===== config.mk =====
export PLATFORM = sky130hd
export DESIGN_NAME = picorv_ahb_lite_master
export DESIGN_NICKNAME = d
export VERILOG_FILES = /design/src/rtl/picorv_ahb_pkg.sv /design/src/rtl/picorv_ahb_lite_master.sv
export SDC_FILE = /design/constraint.sdc
export NUM_CORES = 1
export LEC_CHECK = 0
export ABC_AREA = 0
export BUFFER_PORTS_ARGS = -buffer_cell sky130_fd_sc_hd__buf_2
export CAP_MARGIN = 20
export CORE_MARGIN = 5
export CORE_UTILIZATION = 55
export DETAILED_ROUTE_END_ITERATION = 16
export PLACE_DENSITY = 0.85
export REMOVE_ABC_BUFFERS = 1
export SETUP_SLACK_MARGIN = 0.5
export SLEW_MARGIN = 40
export SYNTH_ARGS = -nofsm -noshare
export SYNTH_HDL_FRONTEND = slang
export SYNTH_SLANG_ARGS = --single-unit

===== constraint.sdc =====
create_clock -name clk -period 3.9 [get_ports clk]
set_input_delay 0.195 -clock clk [delete_from_list [all_inputs] [get_ports clk]]
set_output_delay 0.195 -clock clk [all_outputs]
set_load 0.01 [all_outputs]

===== src/rtl/picorv_ahb_pkg.sv =====
// Shared AHB encodings and controller state type for the PicoRV32 AHB-Lite master.
package picorv_ahb_pkg;

    localparam logic [1:0] HTRANS_IDLE   = 2'b00;
    localparam logic [1:0] HTRANS_BUSY   = 2'b01;
    localparam logic [1:0] HTRANS_NONSEQ = 2'b10;
    localparam logic [1:0] HTRANS_SEQ    = 2'b11;

    localparam logic [1:0] HRESP_OKAY  = 2'b00;
    localparam logic [1:0] HRESP_ERROR = 2'b01;
    localparam logic [1:0] HRESP_RETRY = 2'b10;
    localparam logic [1:0] HRESP_SPLIT = 2'b11;

    localparam logic [2:0] HBURST_SINGLE = 3'b000;

    localparam logic [2:0] HSIZE_BYTE = 3'b000;
    localparam logic [2:0] HSIZE_HALF = 3'b001;
    localparam logic [2:0] HSIZE_WORD = 3'b010;

    typedef enum logic [2:0] {
        ST_IDLE = 3'd0,
        ST_REQ  = 3'd1,
        ST_ADDR = 3'd2,
        ST_DATA = 3'd3,
        ST_DONE = 3'd4
    } state_t;

endpackage


===== src/rtl/picorv_ahb_lite_master.sv =====
// Single-transfer AHB master: takes one adapter request, arbitrates, runs one
// NONSEQ/SINGLE transfer with RETRY/SPLIT re-issue, and returns data or error.
module picorv_ahb_lite_master
    import picorv_ahb_pkg::*;
#(
    parameter int          RETRY_LIMIT   = 15,
    parameter logic [3:0]  HPROT_DEFAULT = 4'b0011
) (
    input  logic        clk,
    input  logic        resetn,
    input  logic        mem_ahb_valid,
    input  logic        mem_ahb_write,
    input  logic        mem_ahb_read,
    input  logic [31:0] mem_ahb_addr,
    input  logic [31:0] mem_ahb_wdata,
    input  logic [2:0]  mem_ahb_size,
    input  logic [3:0]  mem_ahb_prot,
    input  logic        mem_ahb_lock,
    output logic        mem_ahb_ready,
    output logic [31:0] mem_ahb_rdata,
    output logic        mem_ahb_err,
    output logic        hbusreq,
    output logic        hlock,
    input  logic        hgrant,
    output logic [1:0]  htrans,
    output logic [31:0] haddr,
    output logic        hwrite,
    output logic [2:0]  hsize,
    output logic [2:0]  hburst,
    output logic [3:0]  hprot,
    output logic [31:0] hwdata,
    input  logic [31:0] hrdata,
    input  logic        hready,
    input  logic [1:0]  hresp
);

    localparam logic [7:0] RETRY_LIMIT_C = 8'(RETRY_LIMIT);

    // Sizes above a word are never aligned, so they fall out as illegal here too.
    function automatic logic is_aligned(input logic [2:0] size, input logic [1:0] addr_lo);
        logic ok;
        case (size)
            HSIZE_BYTE: ok = 1'b1;
            HSIZE_HALF: ok = ~addr_lo[0];
            HSIZE_WORD: ok = (addr_lo == 2'b00);
            default:    ok = 1'b0;
        endcase
        return ok;
    endfunction

    state_t      state_r;
    logic [31:0] addr_r;
    logic [31:0] wdata_r;
    logic [2:0]  size_r;
    logic        write_r;
    logic [3:0]  prot_r;
    logic        lock_r;
    logic [7:0]  retry_cnt_r;

    logic        req_legal_s;
    logic        retry_hit_s;

    assign req_legal_s = (mem_ahb_read ^ mem_ahb_write) && is_aligned(mem_ahb_size, mem_ahb_addr[1:0]);
    assign retry_hit_s = (retry_cnt_r >= RETRY_LIMIT_C);

    // Request/arbitration/transfer state machine with all bus and adapter outputs registered.
    always_ff @(posedge clk or negedge resetn) begin
        if (!resetn) begin
            state_r       <= ST_IDLE;
            addr_r        <= 32'h0000_0000;
            wdata_r       <= 32'h0000_0000;
            size_r        <= HSIZE_WORD;
            write_r       <= 1'b0;
            prot_r        <= 4'h0;
            lock_r        <= 1'b0;
            retry_cnt_r   <= 8'h00;
            hbusreq       <= 1'b0;
            hlock         <= 1'b0;
            htrans        <= HTRANS_IDLE;
            haddr         <= 32'h0000_0000;
            hwrite        <= 1'b0;
            hsize         <= HSIZE_WORD;
            hburst        <= HBURST_SINGLE;
            hprot         <= HPROT_DEFAULT;
            hwdata        <= 32'h0000_0000;
            mem_ahb_ready <= 1'b0;
            mem_ahb_rdata <= 32'h0000_0000;
            mem_ahb_err   <= 1'b0;
        end else begin
            case (state_r)
                ST_IDLE: begin
                    mem_ahb_ready <= 1'b0;
                    mem_ahb_err   <= 1'b0;
                    if (mem_ahb_valid) begin
                        if (req_legal_s) begin
                            addr_r      <= mem_ahb_addr;
                            wdata_r     <= mem_ahb_wdata;
                            size_r      <= mem_ahb_size;
                            write_r     <= mem_ahb_write;
                            prot_r      <= mem_ahb_prot;
                            lock_r      <= mem_ahb_lock;
                            retry_cnt_r <= 8'h00;
                            hbusreq     <= 1'b1;
                            hlock       <= mem_ahb_lock;
                            state_r     <= ST_REQ;
                        end else begin
                            mem_ahb_ready <= 1'b1;
                            mem_ahb_err   <= 1'b1;
                            state_r       <= ST_DONE;
                        end
                    end else begin
                        state_r <= ST_IDLE;
                    end
                end
                ST_REQ: begin
                    hbusreq <= 1'b1;
                    hlock   <= lock_r;
                    if (hgrant && hready) begin
                        htrans  <= HTRANS_NONSEQ;
                        haddr   <= addr_r;
                        hwrite  <= write_r;
                        hsize   <= size_r;
                        hburst  <= HBURST_SINGLE;
                        hprot   <= {HPROT_DEFAULT[3:1], prot_r[0]};
                        state_r <= ST_ADDR;
                    end else begin
                        state_r <= ST_REQ;
                    end
                end
                ST_ADDR: begin
                    if (hready) begin
                        htrans  <= HTRANS_IDLE;
                        hbusreq <= 1'b0;
                        hlock   <= 1'b0;
                        hwdata  <= wdata_r;
                        state_r <= ST_DATA;
                    end else begin
                        state_r <= ST_ADDR;
                    end
                end
                ST_DATA: begin
                    // hready low with non-OKAY hresp is the first half of a two-cycle response.
                    if (hready) begin
                        case (hresp)
                            HRESP_OKAY: begin
                                if (!write_r) begin
                                    mem_ahb_rdata <= hrdata;
                                end else begin
                                    mem_ahb_rdata <= mem_ahb_rdata;
                                end
                                mem_ahb_ready <= 1'b1;
                                mem_ahb_err   <= 1'b0;
                                state_r       <= ST_DONE;
                            end
                            HRESP_ERROR: begin
                                mem_ahb_ready <= 1'b1;
                                mem_ahb_err   <= 1'b1;
                                state_r       <= ST_DONE;
                            end
                            HRESP_RETRY, HRESP_SPLIT: begin
                                if (retry_hit_s) begin
                                    mem_ahb_ready <= 1'b1;
                                    mem_ahb_err   <= 1'b1;
                                    state_r       <= ST_DONE;
                                end else begin
                                    if (retry_cnt_r != 8'hFF) begin
                                        retry_cnt_r <= retry_cnt_r + 8'h01;
                                    end else begin
                                        retry_cnt_r <= retry_cnt_r;
                                    end
                                    hbusreq <= 1'b1;
                                    hlock   <= lock_r;
                                    state_r <= ST_REQ;
                                end
                            end
                            default: begin
                                state_r <= ST_DATA;
                            end
                        endcase
                    end else begin
                        state_r <= ST_DATA;
                    end
                end
                ST_DONE: begin
                    mem_ahb_ready <= 1'b0;
                    mem_ahb_err   <= 1'b0;
                    state_r       <= ST_IDLE;
                end
                default: begin
                    mem_ahb_ready <= 1'b0;
                    mem_ahb_err   <= 1'b0;
                    state_r       <= ST_IDLE;
                end
            endcase
        end
    end

endmodule


==> results.txt <==
- Run status: finished, final reports clean
- In the final routed layout, each cell accounts on average for 18.87 um.
* Part of the cycle the worst path needs: 0.6907
- In this run the mean area of a mapped cell was 15.91 sq um.
- For met2 alone, demand over resource in global routing was 0.4063.
- In this run the static leakage power is 5.195 nW.
- Data on the critical path arrives at its endpoint at 3.00 ns.
* Global-route wire length before repair: 28.96 mm
* Busiest metal layer after global routing: met2
- The H-tree was split into 4 levels.
* Maximum number of pins on one net before global-route repair: 108
- The number of antenna violations at the first check in global routing came to 1.
- The count of nets left with antenna violations once routing finished came out at 0.
- Number of DRC markers in iteration 0: 277
- In the final design database the tool counted 865 nets.
- The number of hold violations in the final report came to 0.
- Insertion delay of the later-clocked pin in the worst-skew pair: 0.43 ns
- Launching element of the worst setup path: state_r[2]
- Of the total power, the share spent switching nets is 0.2859.
- In this run, synthesis inferred 0 flip-flops with an integrated enable.
- Cell area after synthesis: 7398 sq um
- After layout, the minimum clock period comes to 2.694 ns.
* Flop pwr share: 0.470
- Worst Skew: 0.009600 ns
- Number of gates resized after CTS: 0
- The synthesized netlist contains 43 unique library cells.
- STA classifies the critical path startpoint as a flip-flop.
- Clock network fraction of total power: 0.278
- Detailed-route wire length: 17.76 mm
- In this run the critical register-to-register path is launched from state_r[2].
* Fraction of final layout cells sized beyond drive strength 1: 0.5576
- For this run, the number of Yosys warnings is 0.
- Sw power: 1.819 mW
- From bottom edge to top edge, the die measures 126.0 um.
- In this run the worst hold path is classified as input pin to flip-flop.
- Critical hold path startpoint: mem_ahb_wdata[2]
* Area occupied by multi-input gates: 2524 sq um
- Maximum operating frequency: 0.3712 GHz
- Via count of the first global-routing pass: 5518
- In this run the tool buffered the top-level ports with 215 buffer cells.
* Buffer depth of the longest clock path: 2
* 1st-pass router iterations: 5
- Initial Utilization: 0.5587
- At the pin with the least slew margin, the transition time is 0.7236 ns.
- Synthesis produced a netlist whose cell count is 465.
- At the worst endpoint, the required time is 4.20 ns.
- Share of synthesized area occupied by flip-flops and latches: 0.6330
- The worst hold path terminates at wdata_r[2].
- Total via count after detailed routing: 4909
- STA classifies the critical path endpoint as a flip-flop.
* Count of unresolved DRC violations after routing: 0
* Max-slew violation count: 0
- CTS Root Buffer Type: clkbuf_16
- Library cell with the largest summed area after synthesis: dfrtp_1
- The layout has 813 filler cells.
* Area of all placed cells without fillers: 9902 sq um
* Clock sink total: 187
- Final setup viols: 0
- Register-to-register setup slack: 1.21 ns
- Adding up every negative setup slack in the final design gives 0 ns.
* Worst setup path category: flip-flop to flip-flop
- TritonCTS built the clock tree.
* Cts bufs inserted: 17
- Met1 GRT Util: 0.2599
- Post-synthesis to final-layout area growth: 33.84%
- The share of synthesized area in the top cell type comes to 0.6224.
* Capture point of the worst reg-to-reg path: wdata_r[28]
- Power density normalized to cell area: 642.3 nW/um^2
* Rows: 42
- Number of cells on the worst hold path: 2
- Part of the power in combinational logic: 0.252
- Maximum fanout along the worst path: 38
* GRT overflow: 0
- Final weighted congestion in routability-driven placement: 0.7850
- In this run the standard cell core region covers 13240 sq um.
* Internal power consumption: 4.541 mW
- Number of max-cap violations: 0
* Die outline area: 15870 sq um
- Register-to-Register Path Depth: 4
- Most instantiated cells after synthesis: dfrtp_1, mux2_2, mux2_4
* Synth Register Bits: 187
- After detailed placement, the total cell area comes to 8573 sq um.
- Top cells by area in the synthesized netlist: dfrtp_1, mux2_2, mux2_4, dfstp_2, buf_12
- Via-per-instance ratio: 5.217
- For met3 alone, demand over resource in global routing was 0.06816.
- Headroom to the max-slew limit came out at 0.5176.
- Setup repair after global routing left no endpoint under its margin.
* Most frequently used flop master after synthesis: dfrtp_1
- Worst IR drop on VDD: 0.4862 mV
- Width of the die: 126.0 um
- For this run, asynchronously set or reset flops after synthesis account for 1.000.
- Across every metal layer, demand over resource in global routing totals 0.2298.
- Sequential cell area in the final layout: 4683 sq um
- Count of pins on the block boundary: 226
* Clock transition at the registers of the reported paths: 0.07 ns
- Detailed placement finished with a half-perimeter wire length of 11.09 mm.
* Most frequent cell after synthesis: dfrtp_1
[layout by cell type, fill, tap and decap left out, types with 3 or more instances in the layout]
| cell type | Yosys | routed |
|---|---|---|
| bufinv_16 | 0 | 3 |
| buf_2 | 12 | 214 |
| conb_1 | 2 | 7 |
| nand2_1 | 7 | 7 |
| dfrtp_1 | 184 | 184 |
| mux2_2 | 141 | 141 |
| a21oi_1 | 7 | 7 |
| nand3_1 | 8 | 7 |
| clkinv_4 | 0 | 3 |
| dfstp_2 | 3 | 3 |
| clkbuf_16 | 0 | 17 |
| dlygate4sd3_1 | 0 | 72 |
| nor2_1 | 8 | 8 |
| inv_1 | 4 | 4 |
| and2_1 | 5 | 5 |
| buf_4 | 7 | 3 |
| o21ai_0 | 7 | 7 |
| clkbuf_1 | 3 | 4 |
| mux2_4 | 30 | 30 |
| nand3b_1 | 3 | 3 |
[metrics by stage]
| stage | total power [mW] | utilization | worst slack [ns] | hold WS, ns | cells |
|---|---|---|---|---|---|
| 5_1_grt | 6.684 | 0.7477 | 1.045 | 0.0006461 | 941 |
| 6_report | 6.360 | 0.7477 | 1.206 | 0.01334 | 941 |
| 4_1_cts | 6.367 | 0.7475 | 1.201 | 0.0001164 | 940 |
| 3_3_place_gp | 4.392 | 0.6472 | 1.263 | 0.2567 | 836 |
| 2_1_floorplan | 3.865 | - | 0.4258 | -0.1006 | 441 |
| 3_5_place_dp | 4.535 | 0.6474 | 1.220 | 0.2701 | 836 |
[worst max-delay path by stage]
stage / endpoint / slack (ns) / cells after the start
6_report: wdata_r[28] / 1.21 / 4
5_1_grt: wdata_r[18] / 1.04 / 4
4_1_cts: wdata_r[15] / 1.20 / 4
3_5_place_dp: wdata_r[15] / 1.22 / 4
3_3_place_gp: mem_ahb_rdata[27] / 1.26 / 4
2_1_floorplan: addr_r[0] / 0.43 / 3
[critical path, cell delays in order (launching register included)]
cell	delay, ns
dfrtp_1	0.52
nor3_1	0.61
nand3_4	0.58
buf_4	0.49
mux2_2	0.34
[per-layer routing]
| metal | vias up | wire, um |
|---|---|---|
| met5 | - | 0 |
| met2 | 200 | 9334 |
| met3 | 41 | 1283 |
| li1 | 2209 | - |
| met4 | 0 | 536 |
| met1 | 2459 | 6603 |
[layout make-up]
cell class              count  area share
diodes                      1   0.0002527
clock buffers              23     0.04726
clock inverters             9     0.01390
inverters                   5    0.002148
multi-input cells         249      0.2549
flip-flops and latches    187      0.4730
well taps                 176     0.02224
repair buffers            291      0.1864
[flip-flops by register name, summed over array words and instances (netlist names)]
register / flops
addr_r: 32
haddr: 32
hbusreq: 1
hlock: 1
hprot: 1
hsize: 3
htrans: 1
hwdata: 32
hwrite: 1
lock_r: 1
mem_ahb_err: 1
mem_ahb_rdata: 32
mem_ahb_ready: 1
prot_r: 1
retry_cnt_r: 8
size_r: 3
state_r: 3
wdata_r: 32
write_r: 1
[cell families (layout without fill, tap and decap cells)]
logic type                 Yosys count  after routing  share of synthesized area
DFF                                187            187                     0.6330
buffers and inverters               34            328                    0.03179
other                                2              8                   0.001015
AOI/OAI and AO/OA                   26             26                    0.02249
muxes                              171            171                     0.2755
and+or+nand+nor                     43             43                    0.03332
xor gates and xnor gates             1              1                   0.001184
adders and majority gates            1              1                   0.001691
[power groups by stage]
stage	Combinational (mW)	Sequential [mW]	Clock, mW
after global routing	1.74	3.06	1.88
final	1.60	2.99	1.77
after detailed placement	1.54	3.00	0
after floorplan	0.820	3.04	0
after global placement	1.46	2.93	0
after CTS	1.61	2.98	1.78
[timing repair]
item / 4_1_cts / 5_1_grt
hold buffers: 72 / 0
hold endpoints to repair: 148 / 0
buffers inserted: 0 / 0
Note: power is estimated with default switching activity, not from simulation.
